--- config.mk ---
export PLATFORM = sky130hd
export DESIGN_NAME = wb_stage
export DESIGN_NICKNAME = d
export VERILOG_FILES = /design/src/rtl/wb_stage.sv
export SDC_FILE = /design/constraint.sdc
export NUM_CORES = 1
export LEC_CHECK = 0
export ABC_AREA = 1
export CORE_MARGIN = 3
export CORE_UTILIZATION = 50
export DETAILED_ROUTE_END_ITERATION = 10
export GPL_ROUTABILITY_DRIVEN = 1
export PLACE_DENSITY = 0.83
export REMOVE_ABC_BUFFERS = 1
export SYNTH_ARGS = -nofsm -noshare
export SYNTH_HDL_FRONTEND = slang
export SYNTH_SLANG_ARGS = --single-unit
--- constraint.sdc ---
create_clock -name clk -period 3.8 [get_ports clk]
set_input_delay 0.57 -clock clk [delete_from_list [all_inputs] [get_ports clk]]
set_output_delay 0.57 -clock clk [all_outputs]
set_load 0.02 [all_outputs]
--- src/rtl/wb_stage.sv ---
// wb_stage: writeback buffer between the memory stage and the register file.
// Holds up to two retiring instructions in order, retires the head when the
// register-file write port is granted, and forwards buffered results to decode.
// Optional feature: define WB_INSTRET_EN to build the retired-instruction counter;
// without it o_instret is tied to zero and no counter flops exist.
module wb_stage #(
  parameter int unsigned XLEN  = 64,
  parameter int unsigned DEPTH = 2
) (
  input  logic            clk,
  input  logic            rst_n,
  input  logic            i_valid,
  input  logic            i_rf_wr_en,
  input  logic [4:0]      i_rf_wr_addr,
  input  logic [XLEN-1:0] i_rf_wr_data,
  output logic            o_wb_ready,
  input  logic            i_rf_grant,
  output logic            o_rf_wen,
  output logic [4:0]      o_rf_waddr,
  output logic [XLEN-1:0] o_rf_wdata,
  input  logic [4:0]      i_fwd_addr,
  output logic            o_fwd_hit,
  output logic [XLEN-1:0] o_fwd_data,
  output logic [63:0]     o_instret
);

  localparam int unsigned AW = 5;
  localparam int unsigned CW = 2;

  // Pointers are a single bit, so the design only works with two entries.
  logic             head_q;
  logic             tail_q;
  logic [CW-1:0]    count_q;

  logic [DEPTH-1:0] ent_vld_q;
  logic [DEPTH-1:0] ent_wen_q;
  logic [AW-1:0]    ent_addr_q [DEPTH];
  logic [XLEN-1:0]  ent_data_q [DEPTH];

  logic             push;
  logic             pop;
  logic             young_idx;
  logic             old_idx;
  logic             young_match;
  logic             old_match;

  // Ready comes only from registered occupancy, never from an input.
  assign o_wb_ready = (count_q != CW'(2));
  assign push       = i_valid && o_wb_ready;
  assign pop        = (count_q != CW'(0)) && i_rf_grant;

  // Pointer and occupancy bookkeeping; simultaneous push and pop keep count.
  always_ff @(posedge clk or negedge rst_n) begin
    if (!rst_n) begin
      head_q  <= 1'b0;
      tail_q  <= 1'b0;
      count_q <= '0;
    end else begin
      if (push) tail_q <= ~tail_q;
      if (pop)  head_q <= ~head_q;
      if (push && !pop) begin
        count_q <= count_q + CW'(1);
      end else if (pop && !push) begin
        count_q <= count_q - CW'(1);
      end
    end
  end

  // Entry storage: write at tail on push, invalidate head on pop.
  always_ff @(posedge clk or negedge rst_n) begin
    if (!rst_n) begin
      ent_vld_q <= '0;
      ent_wen_q <= '0;
      for (int unsigned i = 0; i < DEPTH; i++) begin
        ent_addr_q[i] <= '0;
        ent_data_q[i] <= '0;
      end
    end else begin
      if (pop) ent_vld_q[head_q] <= 1'b0;
      if (push) begin
        ent_vld_q[tail_q]  <= 1'b1;
        ent_wen_q[tail_q]  <= i_rf_wr_en;
        ent_addr_q[tail_q] <= i_rf_wr_addr;
        ent_data_q[tail_q] <= i_rf_wr_data;
      end
    end
  end

  // Register-file port shows the head entry; x0 and non-writing entries never strobe.
  always_comb begin
    o_rf_wen   = 1'b0;
    o_rf_waddr = '0;
    o_rf_wdata = '0;
    if (count_q != CW'(0)) begin
      o_rf_waddr = ent_addr_q[head_q];
      o_rf_wdata = ent_data_q[head_q];
      o_rf_wen   = pop && ent_wen_q[head_q] && (ent_addr_q[head_q] != AW'(0));
    end
  end

  // Forwarding from buffered state only; the younger entry (tail-1) wins.
  always_comb begin
    young_idx   = ~tail_q;
    old_idx     = tail_q;
    young_match = ent_vld_q[young_idx] && ent_wen_q[young_idx] &&
                  (ent_addr_q[young_idx] == i_fwd_addr) && (i_fwd_addr != AW'(0));
    old_match   = ent_vld_q[old_idx] && ent_wen_q[old_idx] &&
                  (ent_addr_q[old_idx] == i_fwd_addr) && (i_fwd_addr != AW'(0));
    o_fwd_hit   = young_match || old_match;
    o_fwd_data  = '0;
    if (young_match) begin
      o_fwd_data = ent_data_q[young_idx];
    end else if (old_match) begin
      o_fwd_data = ent_data_q[old_idx];
    end
  end

`ifdef WB_INSTRET_EN
  logic [63:0] instret_q;

  // Count every retirement, writing or not; wraps naturally at 2^64.
  always_ff @(posedge clk or negedge rst_n) begin
    if (!rst_n) begin
      instret_q <= '0;
    end else if (pop) begin
      instret_q <= instret_q + 64'd1;
    end
  end

  assign o_instret = instret_q;
`else
  assign o_instret = '0;
`endif

endmodule
Yosys cells after proc, flatten, opt, wreduce, memory -nomap -nowiden. Cells that the tools add are included.

Flip-flop bits (word level): 146. Input port bits: 79. Output and inout bits: 200. Word-level logic and storage cells: 101.

Add/sub/neg operators: 2. Magnitude comparators: 9. Equality and inequality tests: 3. Multiplexer cells: 48. Bitwise logic cells: 8. Reduce and logical (&&, ||, !) cells: 22.

Operator list (count): 2-to-1 mux 64 bit (13); bitwise mux 128 bit (1); demux 64 bit (select 1 bit) (1); 2-to-1 mux 5 bit (11); logical AND 1 bit (15); 2-to-1 mux 1 bit (13); bitwise mux 10 bit (1); equality test 5 bit (2); nonzero test 5 bit (2); 2-to-1 mux 2 bit (4); greater-or-equal comparator 2 bit, second input constant (3); less-than comparator 1 x 2 -> 1 bit, second input constant (3); inverter 1 -> 2 bit (3); demux 5 bit (select 1 bit) (1); nonzero test 2 bit (2); adder 2 x 1 -> 2 bit, second input constant (1); bitwise AND 2 bit (1); bitwise mux 2 bit (1); demux 1 bit (select 1 bit) (2); greater-or-equal comparator 1 bit, second input constant (2); logical NOT 1 bit (2); less-than comparator 2 x 1 -> 1 bit, second input constant (1); != test 2 bit, second input constant (1); inverter 1 bit (2); 4 further kinds (4).

Logic depth before layout (Yosys ltp).
Depth in word-level cells: 9. Gate-level depth with buffers: 13. Mapped depth without buffers: 10.

Worst setup path after synthesis. No wires, ideal clock.

Path kind: flip-flop to output port. From: register tail_q (netlist: old_idx). To: output port o_fwd_data[39]. Arrival: 1622 ps. Required time: 3230 ps. Path slack: 1608 ps. Cell stages (with the launch flop): 13. Path buffers: 3. Cell sequence: dfrtp_1 -> buf_4 -> inv_4 -> buf_4 -> nand3_1 -> nand2_1 -> nand2_1 -> nor2_1 -> nand2_1 -> nor2_4 -> buf_4 -> nand3_1 -> nand2_1.

Cells in the longest elaborated chain, start to end: 9. Elaborated cells on any way between the ends: 33. Classes of those cells: 2 x eq/ne; 22 x mux; 3 x bitwise; 6 x reduce/logical.

RTL lines: from (decl) (line 32) `logic tail_q;`; from (signal assigned) (line 59) `if (push) tail_q <= ~tail_q;`; inverter 1 -> 2 bit (implied by the code) or inverter 1 bit (tied branches) (line 108, 114, 103); 2-to-1 mux 5 bit (implied by the code) or inverter 1 -> 2 bit (tied branches) (line 108, 106, 112); 2-to-1 mux 5 bit (on tied branches) (2 in a row) (line 108, 106); equality test 5 bit or 2-to-1 mux 5 bit (tied branches) (line 108, 106); logical AND 1 bit or equality test 5 bit (tied branches) (line 107, 106); logical AND 1 bit (on tied branches) (line 108, 105); 2-to-1 mux 64 bit or logical AND 1 bit (tied branches) (line 113, 106); 2-to-1 mux 64 bit (*) (line 111) `if (young_match) begin`; to (decl) (line 23) `output logic [XLEN-1:0] o_fwd_data,`.

Mark *: on every way between the ends. The rest lies on a longest branch, timed or not. The select of a mux whose other input is x is not followed.

Worst setup path after layout.
From: register tail_q (netlist: old_idx). To: output port o_fwd_data[56].

The elaborated chain is that of the path after synthesis.

==> out/metrics.cfg <==
[yosys]
yosysWarnings=0
yosysSeqAreaShare_pct=37.7
synth_area_sq_um=9690
synth.distinct_cells=22
avgSynthCellArea_sq_um=6.68
syn_inst=1451
ys_ff_latch=146

[global_routing]
grt_pass1_vias=9416
grt_pass1_wl_um=47700
grt_usage_pct=27.2
grt-ovfl-total=0
grt_max_degree=103
antenna_found_initial=0

[sta]
drv_slew=0
finalCritPeriodShare_pct=94.8
setup_ws_ns=0.199
setup_viol=0
worstMarginPinSlew_ns=0.846
fin_worst_skew_ns=0.00604
whs_ns=0.172
max-slew-margin-rel_pct=43.6
rsz0062_at_grt=no
finalHoldViolations=0
min_period_ns=3.60
max_freq_mhz=278

[clock_tree]
cts_buffer_depth=2
root_buffer=clkbuf_16
cts-htree-levels=4
worstSkewPairLatency_ns=0.42
cts_tree=built
clock-sinks=146
path_clk_slew_ns=0.06
ctsHoldBuffers=0
numCtsBuffers=17

[critical_path]
crit_required_ns=3.23
start_kind=flip-flop
worstPathArrival_ns=3.03
crit_type=reg2out
worstSetupEndpointType=primary output
path_max_fanout=64

[die]
die_w_um=145
start_util_pct=51.3
ioPinCount=279
design.core.area_sq_um=18900
die_h_um=145
die-area_sq_um=21100
row_count=50

[detailed_routing]
routed_wl_um=29000
drc=0
wl_per_cell_um=15.6
drtPass1Iterations=6
first_iter_violations=917
viasPerCell=5.44
vias=10100
ant_nets=0

[hold_path]
hold_path_class=in2async

[layout]
syn_to_final_growth_pct=26.8
drive_above_1_share_pct=3.94
fillers=1678
diodes=0
nNetsFinal=1665
fin_cells=1857

[power_and_ir_drop]
ir_drop_mv=0.590
p_per_area_nw_per_um2=897
finalPower_w=0.0110
p_leak_nw=5.86

[run]
drv_cap=0

[place]
gp_congestion=0.849
place_ws_ns=0.336
io_buffers=214
hpwl_um=18300
dp.cells=1826

[outcome]
outcome=completed

## cells in the mapped netlist
master,n,area [sq um]
a22oi_1,1,7.51
nor2_1,17,63.8
ha_1,1,12.5
nand3_1,82,410
xor2_1,1,8.76
nand4_1,65,407
inv_4,1,6.26
nand2_1,398,1490
buf_2,27,135
inv_2,2,7.51
inv_1,146,548
dfrtp_1,146,3650
a21oi_1,66,330
o21ai_0,338,1690
buf_1,8,30.0
conb_1,1,3.75
clkbuf_1,71,267
buf_4,74,556
xnor2_1,1,8.76
buf_6,1,11.3
mux2i_1,3,30.0
nor2_4,1,11.3
## final timing paths
kind                                            startpoint                          to  slack (ns)  cells after the start
worst min register to register  ent_data_q[74]$_DFFE_PN0P_  ent_data_q[74]$_DFFE_PN0P_        0.48                      2
worst min-delay path                                 rst_n  ent_data_q[87]$_DFFE_PN0P_        0.17                      1
max in group asynchronous                            rst_n   ent_addr_q[9]$_DFFE_PN0P_        2.78                      2
worst max-delay path                   old_idx$_DFFE_PN0P_              o_fwd_data[56]        0.20                      9
worst max register to register         old_idx$_DFFE_PN0P_  ent_data_q[12]$_DFFE_PN0P_        1.31                      5
min in group clk                ent_data_q[74]$_DFFE_PN0P_  ent_data_q[74]$_DFFE_PN0P_        0.48                      2
## repair_timing
action,4_1_cts,5_1_grt
resized for setup,0,1
setup endpoints to repair,0,18
buffers inserted,0,0
## layer usage
layer,share of wire (%),vias to the layer above,track usage [%]
li1,-,4895,-
met1,41,4643,35.3
met2,48,493,44.9
met3,8.2,62,5.87
met4,2.6,0,9.73
met5,0,-,0
## registers in the layout (all words and copies together), names as in the netlist
signal	cells
count_q	2
ent_addr_q	10
ent_data_q	128
ent_vld_q	2
ent_wen_q	2
head_q	1
old_idx	1
## worst max-delay path, cell delays in order (launching register included)
cell and delay (ns):
dfrtp_4 0.57, inv_4 0.22, nand2_1 0.11, nand3_1 0.10, nand2_1 0.10, nor2_4 0.17
buf_12 0.30, nand4_1 0.15, nand2_1 0.14, clkdlybuf4s50_1 0.62
## kinds of logic after synthesis
group,share of synthesized area [%]
XOR/XNOR,0.181
adder cells (fa/ha/maj),0.129
buffers and inverters,16.1
AO/OA/AOI/OAI,20.9
AND/OR/NAND/NOR,24.6
flip-flops,37.7
other,0.0387
multiplexers,0.310
## cell usage in the layout, fill, tap and decap left out, drive strengths merged
cell type        n
nand3           82
ha               1
dfrtp          146
nor2            18
a21oi           66
clkinv           4
bufinv           2
clkbuf          18
clkinvlp         6
nand2          398
mux2i            3
clkdlybuf4s50  213
xor2             1
nand4           65
a22oi            1
inv            150
conb            64
o21ai          338
buf             20
xnor2            1
## layout make-up
class                           count  area, sq um  share of cell area [%]
Inverter                          149          563                    4.58
Multi-Input combinational cell   1038         4770                    38.8
Tap cell                          260          325                    2.65
Timing Repair Buffer              233         2410                    19.6
Sequential cell                   146         3660                    29.7
Clock buffer                       18          429                    3.49
Clock inverter                     13          138                    1.12
## through the flow
step	TNS [ns]	area, sq um	utilization, %
2_1_floorplan	-553.13	8930	-
3_3_place_gp	0	11700	62.1
3_5_place_dp	0	11700	62.1
4_1_cts	0	12300	65.1
5_1_grt	0	12300	65.1
6_report	0	12300	65.1
## power by group
part / switching [W] / internal [W] / total [W]
registers: 0.000582 / 0.00230 / 0.00288
clock network: 0.000674 / 0.000961 / 0.00163
logic: 0.00416 / 0.00236 / 0.00652
No activity file was read; power rests on OpenSTA's default activity.
